`src/rtl/sim_dtm_queue.sv`:
```
// Buffered debug-request source: falling-edge tick -> staging -> FIFO -> valid/ready port.
// SIM_DTM_RESP_EN adds the response path; ticks are sourced from the tick_* ports.
module sim_dtm_queue #(
  parameter int ADDR_W  = 32,
  parameter int DATA_W  = 32,
  parameter int DEPTH   = 4,
  parameter int MAX_OUT = 2
) (
  input  logic                     clock,
  input  logic                     reset_n,
  output logic                     req_valid,
  output logic [ADDR_W-1:0]        req_bits_addr,
  output logic [DATA_W-1:0]        req_bits_data,
  output logic [1:0]               req_bits_op,
  input  logic                     req_ready,
  output logic [$clog2(DEPTH):0]   fifo_count,
  output logic                     overflow
`ifdef SIM_DTM_RESP_EN
  ,
  input  logic                     resp_valid,
  input  logic [DATA_W-1:0]        resp_bits_data,
  input  logic [1:0]               resp_bits_resp,
  output logic                     resp_ready,
  output logic [7:0]               outstanding,
  output logic                     resp_err
`endif
  ,
  input  logic                     tick_valid,
  input  logic [ADDR_W-1:0]        tick_addr,
  input  logic [DATA_W-1:0]        tick_data,
  input  logic [1:0]               tick_op,
  output logic                     tick_ready
`ifdef SIM_DTM_RESP_EN
  ,
  output logic                     dresp_valid,
  output logic [DATA_W-1:0]        dresp_data,
  output logic [1:0]               dresp_resp
`endif
);

  localparam int AW    = $clog2(DEPTH);
  localparam int PTR_W = AW + 1;

  logic              r_stg_valid;
  logic [ADDR_W-1:0] r_stg_addr;
  logic [DATA_W-1:0] r_stg_data;
  logic [1:0]        r_stg_op;

  logic [ADDR_W-1:0] r_mem_addr [DEPTH];
  logic [DATA_W-1:0] r_mem_data [DEPTH];
  logic [1:0]        r_mem_op   [DEPTH];

  logic [PTR_W-1:0]  r_wr_ptr;
  logic [PTR_W-1:0]  r_rd_ptr;
  logic              r_overflow;

  logic              w_empty;
  logic              w_full;
  logic              w_push;
  logic              w_pop;
  logic              w_gate;
  logic [ADDR_W-1:0] w_head_addr;
  logic [DATA_W-1:0] w_head_data;
  logic [1:0]        w_head_op;

  // Equal low bits with differing MSB means the writer is a full lap ahead.
  assign w_empty = (r_wr_ptr == r_rd_ptr);
  assign w_full  = (r_wr_ptr[AW-1:0] == r_rd_ptr[AW-1:0]) && (r_wr_ptr[AW] != r_rd_ptr[AW]);
  assign w_push  = r_stg_valid && !w_full;
  assign w_pop   = req_valid && req_ready;

  assign w_head_addr = r_mem_addr[r_rd_ptr[AW-1:0]];
  assign w_head_data = r_mem_data[r_rd_ptr[AW-1:0]];
  assign w_head_op   = r_mem_op[r_rd_ptr[AW-1:0]];

  assign req_valid     = !w_empty && !w_gate;
  assign req_bits_addr = w_empty ? '0 : w_head_addr;
  assign req_bits_data = w_empty ? '0 : w_head_data;
  assign req_bits_op   = w_empty ? '0 : w_head_op;
  assign fifo_count    = r_wr_ptr - r_rd_ptr;
  assign overflow      = r_overflow;

  assign tick_ready = !w_full;

  always_ff @(negedge clock or negedge reset_n) begin
    if (!reset_n) begin
      r_stg_valid <= 1'b0;
      r_stg_addr  <= '0;
      r_stg_data  <= '0;
      r_stg_op    <= '0;
    end else begin
      r_stg_valid <= tick_valid;
      r_stg_addr  <= tick_addr;
      r_stg_data  <= tick_data;
      r_stg_op    <= tick_op;
    end
  end

  always_ff @(posedge clock) begin
    if (w_push) begin
      r_mem_addr[r_wr_ptr[AW-1:0]] <= r_stg_addr;
      r_mem_data[r_wr_ptr[AW-1:0]] <= r_stg_data;
      r_mem_op[r_wr_ptr[AW-1:0]]   <= r_stg_op;
    end
  end

  always_ff @(posedge clock or negedge reset_n) begin
    if (!reset_n) begin
      r_wr_ptr   <= '0;
      r_rd_ptr   <= '0;
      r_overflow <= 1'b0;
    end else begin
      if (w_push) r_wr_ptr <= r_wr_ptr + PTR_W'(1);
      if (w_pop)  r_rd_ptr <= r_rd_ptr + PTR_W'(1);
      if (r_stg_valid && w_full) r_overflow <= 1'b1;
    end
  end

`ifdef SIM_DTM_RESP_EN
  logic [7:0]        r_outstanding;
  logic              r_resp_err;
  logic              r_resp_ready;
  logic              r_resp_pend;
  logic [DATA_W-1:0] r_resp_data;
  logic [1:0]        r_resp_code;
  logic              w_issue;
  logic              w_retire;

  assign w_gate   = (r_outstanding == 8'(MAX_OUT));
  assign w_issue  = w_pop && ((w_head_op == 2'd1) || (w_head_op == 2'd2));
  assign w_retire = resp_valid && (r_outstanding != 8'd0);

  assign resp_ready  = r_resp_ready;
  assign outstanding = r_outstanding;
  assign resp_err    = r_resp_err;

  always_ff @(posedge clock or negedge reset_n) begin
    if (!reset_n) begin
      r_outstanding <= 8'd0;
      r_resp_err    <= 1'b0;
      r_resp_ready  <= 1'b0;
      r_resp_pend   <= 1'b0;
      r_resp_data   <= '0;
      r_resp_code   <= '0;
    end else begin
      r_resp_ready <= 1'b1;
      if (w_issue && !w_retire)      r_outstanding <= r_outstanding + 8'd1;
      else if (!w_issue && w_retire) r_outstanding <= r_outstanding - 8'd1;
      if (resp_valid && (r_outstanding == 8'd0)) r_resp_err <= 1'b1;
      // Latched here, handed back to the host on the following falling edge.
      r_resp_pend <= resp_valid;
      if (resp_valid) begin
        r_resp_data <= resp_bits_data;
        r_resp_code <= resp_bits_resp;
      end
    end
  end

  logic              r_dlv_valid;
  logic [DATA_W-1:0] r_dlv_data;
  logic [1:0]        r_dlv_resp;

  assign dresp_valid = r_dlv_valid;
  assign dresp_data  = r_dlv_data;
  assign dresp_resp  = r_dlv_resp;

  always_ff @(negedge clock or negedge reset_n) begin
    if (!reset_n) begin
      r_dlv_valid <= 1'b0;
      r_dlv_data  <= '0;
      r_dlv_resp  <= '0;
    end else begin
      r_dlv_valid <= r_resp_pend;
      r_dlv_data  <= r_resp_data;
      r_dlv_resp  <= r_resp_code;
    end
  end
`else
  assign w_gate = 1'b0;
`endif

endmodule

```
`config.mk`:
```
export PLATFORM = sky130hd
export DESIGN_NAME = sim_dtm_queue
export DESIGN_NICKNAME = d
export VERILOG_FILES = /design/src/rtl/sim_dtm_queue.sv
export SDC_FILE = /design/constraint.sdc
export NUM_CORES = 1
export LEC_CHECK = 0
export ABC_AREA = 0
export BUFFER_PORTS_ARGS = -buffer_cell sky130_fd_sc_hd__buf_2
export CORE_UTILIZATION = 58
export DETAILED_ROUTE_END_ITERATION = 8
export GPL_TIMING_DRIVEN = 0
export HOLD_SLACK_MARGIN = 0.12
export PLACE_DENSITY = 0.79
export SETUP_SLACK_MARGIN = 0.02
export SYNTH_ARGS = -nofsm -noshare
export SYNTH_HDL_FRONTEND = slang
export SYNTH_SLANG_ARGS = --single-unit
```
`constraint.sdc`:
```
create_clock -name clock -period 3.8 [get_ports clock]
set_input_delay 0.38 -clock clock [delete_from_list [all_inputs] [get_ports clock]]
set_output_delay 0.38 -clock clock [all_outputs]
set_load 0.02 [all_outputs]
```
==> results.yml, run 1 <==
synth:
  syn-cell-area_um2: 12400
  synth.ff_latch_count: 338
  synth.net_count: 610
  ys_warn_count: 0
  avgSynthCellArea_um2: 23.3
  synthDistinctLibCells: 25
  seq_area_frac_synth: 0.788
  syn_inst: 532
worst_setup_path:
  max_stage_delay_ps: 570
  critPathKind: "flip-flop to flip-flop"
  crit_path_cell_trace: "and3_4 -> buf_16"
  endpoint_kind: "flip-flop"
  critical_path_required_ps: 3980
  arrival_ps: 3840
  critPathSlowestCell: "and3_4"
  worstPathMaxFanout: 39
  crit_path_start_kind: "flip-flop"
clock_tree:
  htree_levels: 2
  cts.reportedPaths.clkPinSlew_ps: 60
  root_buffer: "clkbuf_16"
  cts_tree: "done"
  numCtsBuffers: 34
  clk_latency_ps: 510
  cts_buffer_depth: 3
  cts.sinks: 338
routing:
  routed_wl_um: 22400
  via_per_inst: 5.57
  drc: 0
  routedWlPerCell_um: 22.0
  dr.pass1.iters: 6
  drtIter0Drc: 350
  num_vias: 5661
  ant_nets: 0
power:
  powerDensity_nw_per_um2: 930
  leakage_uw: 0.00552
  finalPower_uw: 13800
  ir_drop_mv: 0.852
grt:
  grt_pass1_vias: 6234
  grt_overflow: 0
  grt_pass1_wl_um: 34300
  grt_util_all_layers: 0.213
  grt_max_degree: 45
  antenna_found_initial: 1
finish:
  nNetsFinal: 793
  stdcell_count: 1016
  area_delta_synth_final_pct: 19.4
  antenna_cells: 0
  layout-drive-gt1-share: 0.435
hold_path:
  worstHoldPathType: "input port to async pin"
sta:
  whs_ps: 241
  fin_setup_tns_ps: 0
  rsz0062_at_grt: "false"
  slew_viol_final: 0
  max_slew_margin: 0.567
  hold_viol_final: 0
  max_slew.worst_pin.slew_ps: 649
  fin_skew_ps: 17.3
  setup_viol: 0
  setup_ws_ps: 140
place:
  dp.final_hpwl_um: 13200
  portBuffers: 141
  place_inst: 953
  dp_slack_ps: 150
  place_congestion: 0.843
floorplanning:
  die-width_um: 148
  fp.dieH_um: 148
  initial_utilization: 0.590
  dieArea_um2: 22000
  coreArea_um2: 21000
  num_rows: 53
  pin_count: 142
outcome:
  status: "finished, final reports clean"
flow_run:
  drv_cap: 0
critical path, delay by kind of cell, from the launching register on:
kind          cells  cell delay, ps
buf+inv           1             300
flops             1             520
simple gates      1             570
cell usage after synthesis:
master | number | area [µm²]
ha_1 | 7 | 87.6
fa_1 | 1 | 20.0
nand2_1 | 3 | 11.3
buf_6 | 4 | 45.0
nor2b_1 | 36 | 225
and3_1 | 4 | 25.0
clkbuf_1 | 7 | 26.3
nor2b_4 | 30 | 413
mux4_2 | 66 | 1490
a41o_1 | 1 | 10.0
edfxtp_1 | 264 | 7930
nor2_1 | 1 | 3.75
buf_4 | 3 | 22.5
inv_1 | 6 | 22.5
mux2_2 | 3 | 33.8
xnor2_1 | 4 | 35.0
o21ai_0 | 3 | 15.0
a21oi_1 | 2 | 10.0
xor2_2 | 1 | 16.3
buf_2 | 5 | 25.0
a31oi_1 | 2 | 12.5
buf_12 | 4 | 80.1
dfrtn_1 | 67 | 1680
nand3_1 | 1 | 5.00
dfrtp_1 | 7 | 175
registers in the layout, indices dropped and copies added (netlist names):
signal / flops
r_mem_data: 128
overflow: 1
r_stg_addr: 32
r_wr_ptr: 3
r_stg_valid: 1
r_rd_ptr: 3
r_mem_op: 8
r_mem_addr: 128
r_stg_data: 32
r_stg_op: 2
power by group:
group / switching (µW) / leakage, µW / internal [µW]
sequential: 215 / 0.00328 / 4790
clock: 1300 / 0.000581 / 2130
combinational: 3070 / 0.00166 / 2270
area by class of cell:
type | instances | area, µm²
buffer | 23 | 208
clock buffer | 50 | 1010
clock inverter | 12 | 163
fill | 1237 | 6200
inverter | 6 | 22.5
multi-input combinational | 165 | 2440
sequential | 338 | 9780
tap | 275 | 344
timing repair buffer | 147 | 856
cells in the final DEF, fill, tap and decap left out, types with 3 or more instances in the layout:
| cell type | instances |
|---|---|
| clkbuf_8 | 4 |
| mux2_2 | 3 |
| inv_1 | 6 |
| o21ai_0 | 3 |
| clkbuf_1 | 13 |
| ha_1 | 7 |
| edfxtp_1 | 264 |
| buf_6 | 4 |
| bufinv_16 | 4 |
| nor2b_1 | 36 |
| clkinv_2 | 6 |
| buf_2 | 143 |
| buf_4 | 5 |
| and3_4 | 4 |
| dfrtp_1 | 7 |
| clkbuf_16 | 37 |
| nor2b_4 | 30 |
| clkbuf_2 | 3 |
| buf_16 | 5 |
| buf_12 | 4 |
| nand2_1 | 3 |
| dfrtn_1 | 67 |
| xnor2_1 | 4 |
| mux4_2 | 66 |
path summary, 6_finish.rpt:
path                                    endpoint  slack [ps]        start  depth (start not counted)
worst max-delay path            r_mem_data[3][7]         140  r_stg_valid                          2
worst min-delay path                 r_wr_ptr[0]         240      reset_n                          2
worst max register to register  r_mem_data[3][7]         140  r_stg_valid                          2
worst min register to register          overflow         480     overflow                          1
max in group asynchronous         r_stg_data[16]        1520      reset_n                          2
min in group clock                      overflow         480     overflow                          1
per-stage QoR:
stage | utilization | instance area (µm²)
after CTS | 0.705 | 14800
after detailed placement | 0.648 | 13600
after floorplan | - | 12400
final | 0.705 | 14800
after global placement | 0.641 | 13500
after global routing | 0.705 | 14800
timing repair:
action,CTS,global route
hold buffers,1,0
endpoints found under the hold margin,1,0
gates resized for setup,5,2
setup buffers,0,0
endpoints found under the setup margin,60,30
per-layer routing:
layer  routed length, µm  track usage
met1                9440        0.287
met5                  13            0
met2               11400        0.362
met3                1210       0.0423
met4                 327       0.0500
logic make-up (layout without fill, tap and decap cells):
family,count (synthesis),after routing,synth area share
flip-flops,338,338,0.788
multiplexers,69,69,0.122
AO/OA/AOI/OAI,8,8,0.00383
AND/OR/NAND/NOR,75,75,0.0550
XOR/XNOR,5,5,0.00413
buffers and inverters,29,238,0.0178
adder cells (fa/ha/maj),8,8,0.00867
No activity file was read; power rests on OpenSTA's default activity.
==> inputs of run 2 (changes only) <==
--- a/config.mk
+++ b/config.mk
@@ -7,11 +7,11 @@
 export LEC_CHECK = 0
 export ABC_AREA = 0
 export BUFFER_PORTS_ARGS = -buffer_cell sky130_fd_sc_hd__buf_2
-export CORE_UTILIZATION = 58
+export CORE_UTILIZATION = 50
 export DETAILED_ROUTE_END_ITERATION = 8
 export GPL_TIMING_DRIVEN = 0
 export HOLD_SLACK_MARGIN = 0.12
-export PLACE_DENSITY = 0.79
+export PLACE_DENSITY = 0.7
 export SETUP_SLACK_MARGIN = 0.02
 export SYNTH_ARGS = -nofsm -noshare
 export SYNTH_HDL_FRONTEND = slang
==> run 2 against run 1 <==
Against the previous run:
- combinational power hardly changed
- setup slack lost 39 ps
- clock-buffer cell count shrank 1
- die area grew 16%
- sequential share of layout area shrank 0.20 points
- worst hold slack got worse by 16 ps
- core utilization down 9.4 points
- first-iteration DRC count up 9.4%
- largest cell class unchanged
- via count hardly changed
- non-clock buffer count is the same
==> results.yml, run 2 (synthesis results as in run 1) <==
grt:
  grt_overflow: 0
  grt_pass1_wl_um: 35500
  antenna_found_initial: 1
  grt_util_all_layers: 0.185
  grt_max_degree: 47
  grt_pass1_vias: 6264
floorplanning:
  pin_count: 142
  fp.dieH_um: 160
  coreArea_um2: 24300
  die-width_um: 160
  initial_utilization: 0.510
  dieArea_um2: 25500
  num_rows: 57
routing:
  ant_nets: 0
  routedWlPerCell_um: 21.2
  drtIter0Drc: 383
  num_vias: 5657
  routed_wl_um: 22600
  dr.pass1.iters: 4
  via_per_inst: 5.30
  drc: 0
power:
  power_switching_share: 0.336
  ir_drop_mv: 0.883
  power_switching_uw: 4600
  p_seq_frac: 0.365
  clockPowerShare: 0.245
  leakage_uw: 0.00551
  powerDensity_nw_per_um2: 921
  power_frac_comb: 0.390
  p_int_uw: 9100
worst_setup_path:
  r2r_end: "r_mem_addr[1][30]"
  worstPathMaxFanout: 34
  rrSetupSlack_ps: 100
  critical_path_required_ps: 3980
  arrival_ps: 3880
  crit_path_start_kind: "flip-flop"
  critPathKind: "flip-flop to flip-flop"
  endpoint_kind: "flip-flop"
  reg2reg_depth: 2
  r2r_start: "r_stg_valid"
clock_tree:
  cts_buffer_depth: 3
  cts.sinks: 338
  cts.reportedPaths.clkPinSlew_ps: 60
  cts_tree: "done"
  root_buffer: "clkbuf_16"
  htree_levels: 2
  numCtsBuffers: 35
  clk_latency_ps: 510
hold_path:
  worstHoldPathType: "input port to async pin"
finish:
  nNetsFinal: 794
  layout-drive-gt1-share: 0.439
  finalInstanceArea_um2: 14900
  final_common_cell: "edfxtp_1"
  postLayoutCoreUtil: 0.611
  final_cell_mix: "edfxtp_1, buf_2, dfrtn_1"
  area_delta_synth_final_pct: 19.8
sta:
  max_slew.worst_pin.slew_ps: 693
  fin_skew_ps: 20.8
  max_slew_margin: 0.538
  rsz0062_at_grt: "true"
  setup_viol: 0
  hold_viol_final: 0
  slew_viol_final: 0
place:
  place_congestion: 0.758
  placed_area_um2: 13700
  dp.final_hpwl_um: 13600
  portBuffers: 141
flow_run:
  drv_cap: 0
outcome:
  status: "finished, final reports clean"
run 2: final cells by class:
cell class	instances	area, µm²
Timing Repair Buffer	147	856
Clock buffer	49	1030
Inverter	6	22.5
Clock inverter	14	128
Fill cell	1746	9450
Antenna cell	1	2.50
Sequential cell	338	9780
Buffer	23	208
Multi-Input combinational cell	165	2440
Tap cell	324	405
run 2: per-layer routing:
metal	wire (µm)	up-vias	global-route usage
li1	-	2478	-
met1	9740	2971	0.256
met2	11300	170	0.307
met3	1130	38	0.0323
met4	410	0	0.0507
met5	0	-	0
run 2: power groups by stage:
stage | clock [µW] | combinational, µW | sequential, µW
2_1_floorplan | 0 | 3750 | 5020
3_3_place_gp | 0 | 5230 | 5060
3_5_place_dp | 0 | 5380 | 5080
4_1_cts | 3430 | 5430 | 5010
5_1_grt | 3580 | 5710 | 5070
6_report | 3350 | 5340 | 5000
run 2: per-stage QoR:
stage | instances | total power, µW | setup slack (ps) | TNS [ps] | hold slack (ps)
6_report | 1067 | 13700 | 100 | 0 | 225
4_1_cts | 1066 | 13900 | 45.9 | 0 | 269
3_3_place_gp | 997 | 10300 | -573 | -167140 | 453
2_1_floorplan | 532 | 8760 | 133 | 0 | 84.4
3_5_place_dp | 1002 | 10500 | 61.4 | 0 | 495
5_1_grt | 1066 | 14400 | 6.81 | 0 | 314
run 2: timing repair:
action / CTS / global route
resized for setup: 5 / 5
setup endpoints to repair: 60 / 93
hold endpoints to repair: 1 / 0
pin swaps: 0 / 2
setup buffers: 0 / 0
hold buffers: 1 / 0
run 2: worst max-delay path, stage by stage, from the launching register on:
cell     delay, ps
dfrtn_1        510
and3_4         630
buf_16         300
run 2: how the worst max path moves through the flow:
stage | start | to | slack [ps] | cells past startpoint
2_1_floorplan | r_stg_valid | r_mem_addr[0][0] | 130 | 1
3_3_place_gp | r_stg_valid | r_mem_addr[1][26] | -570 | 1
3_5_place_dp | r_stg_valid | r_mem_data[1][2] | 60 | 2
4_1_cts | r_rd_ptr[1] | req_bits_data[19] | 50 | 11
5_1_grt | r_stg_valid | r_mem_addr[1][1] | 7 | 2
6_report | r_stg_valid | r_mem_addr[1][30] | 100 | 2
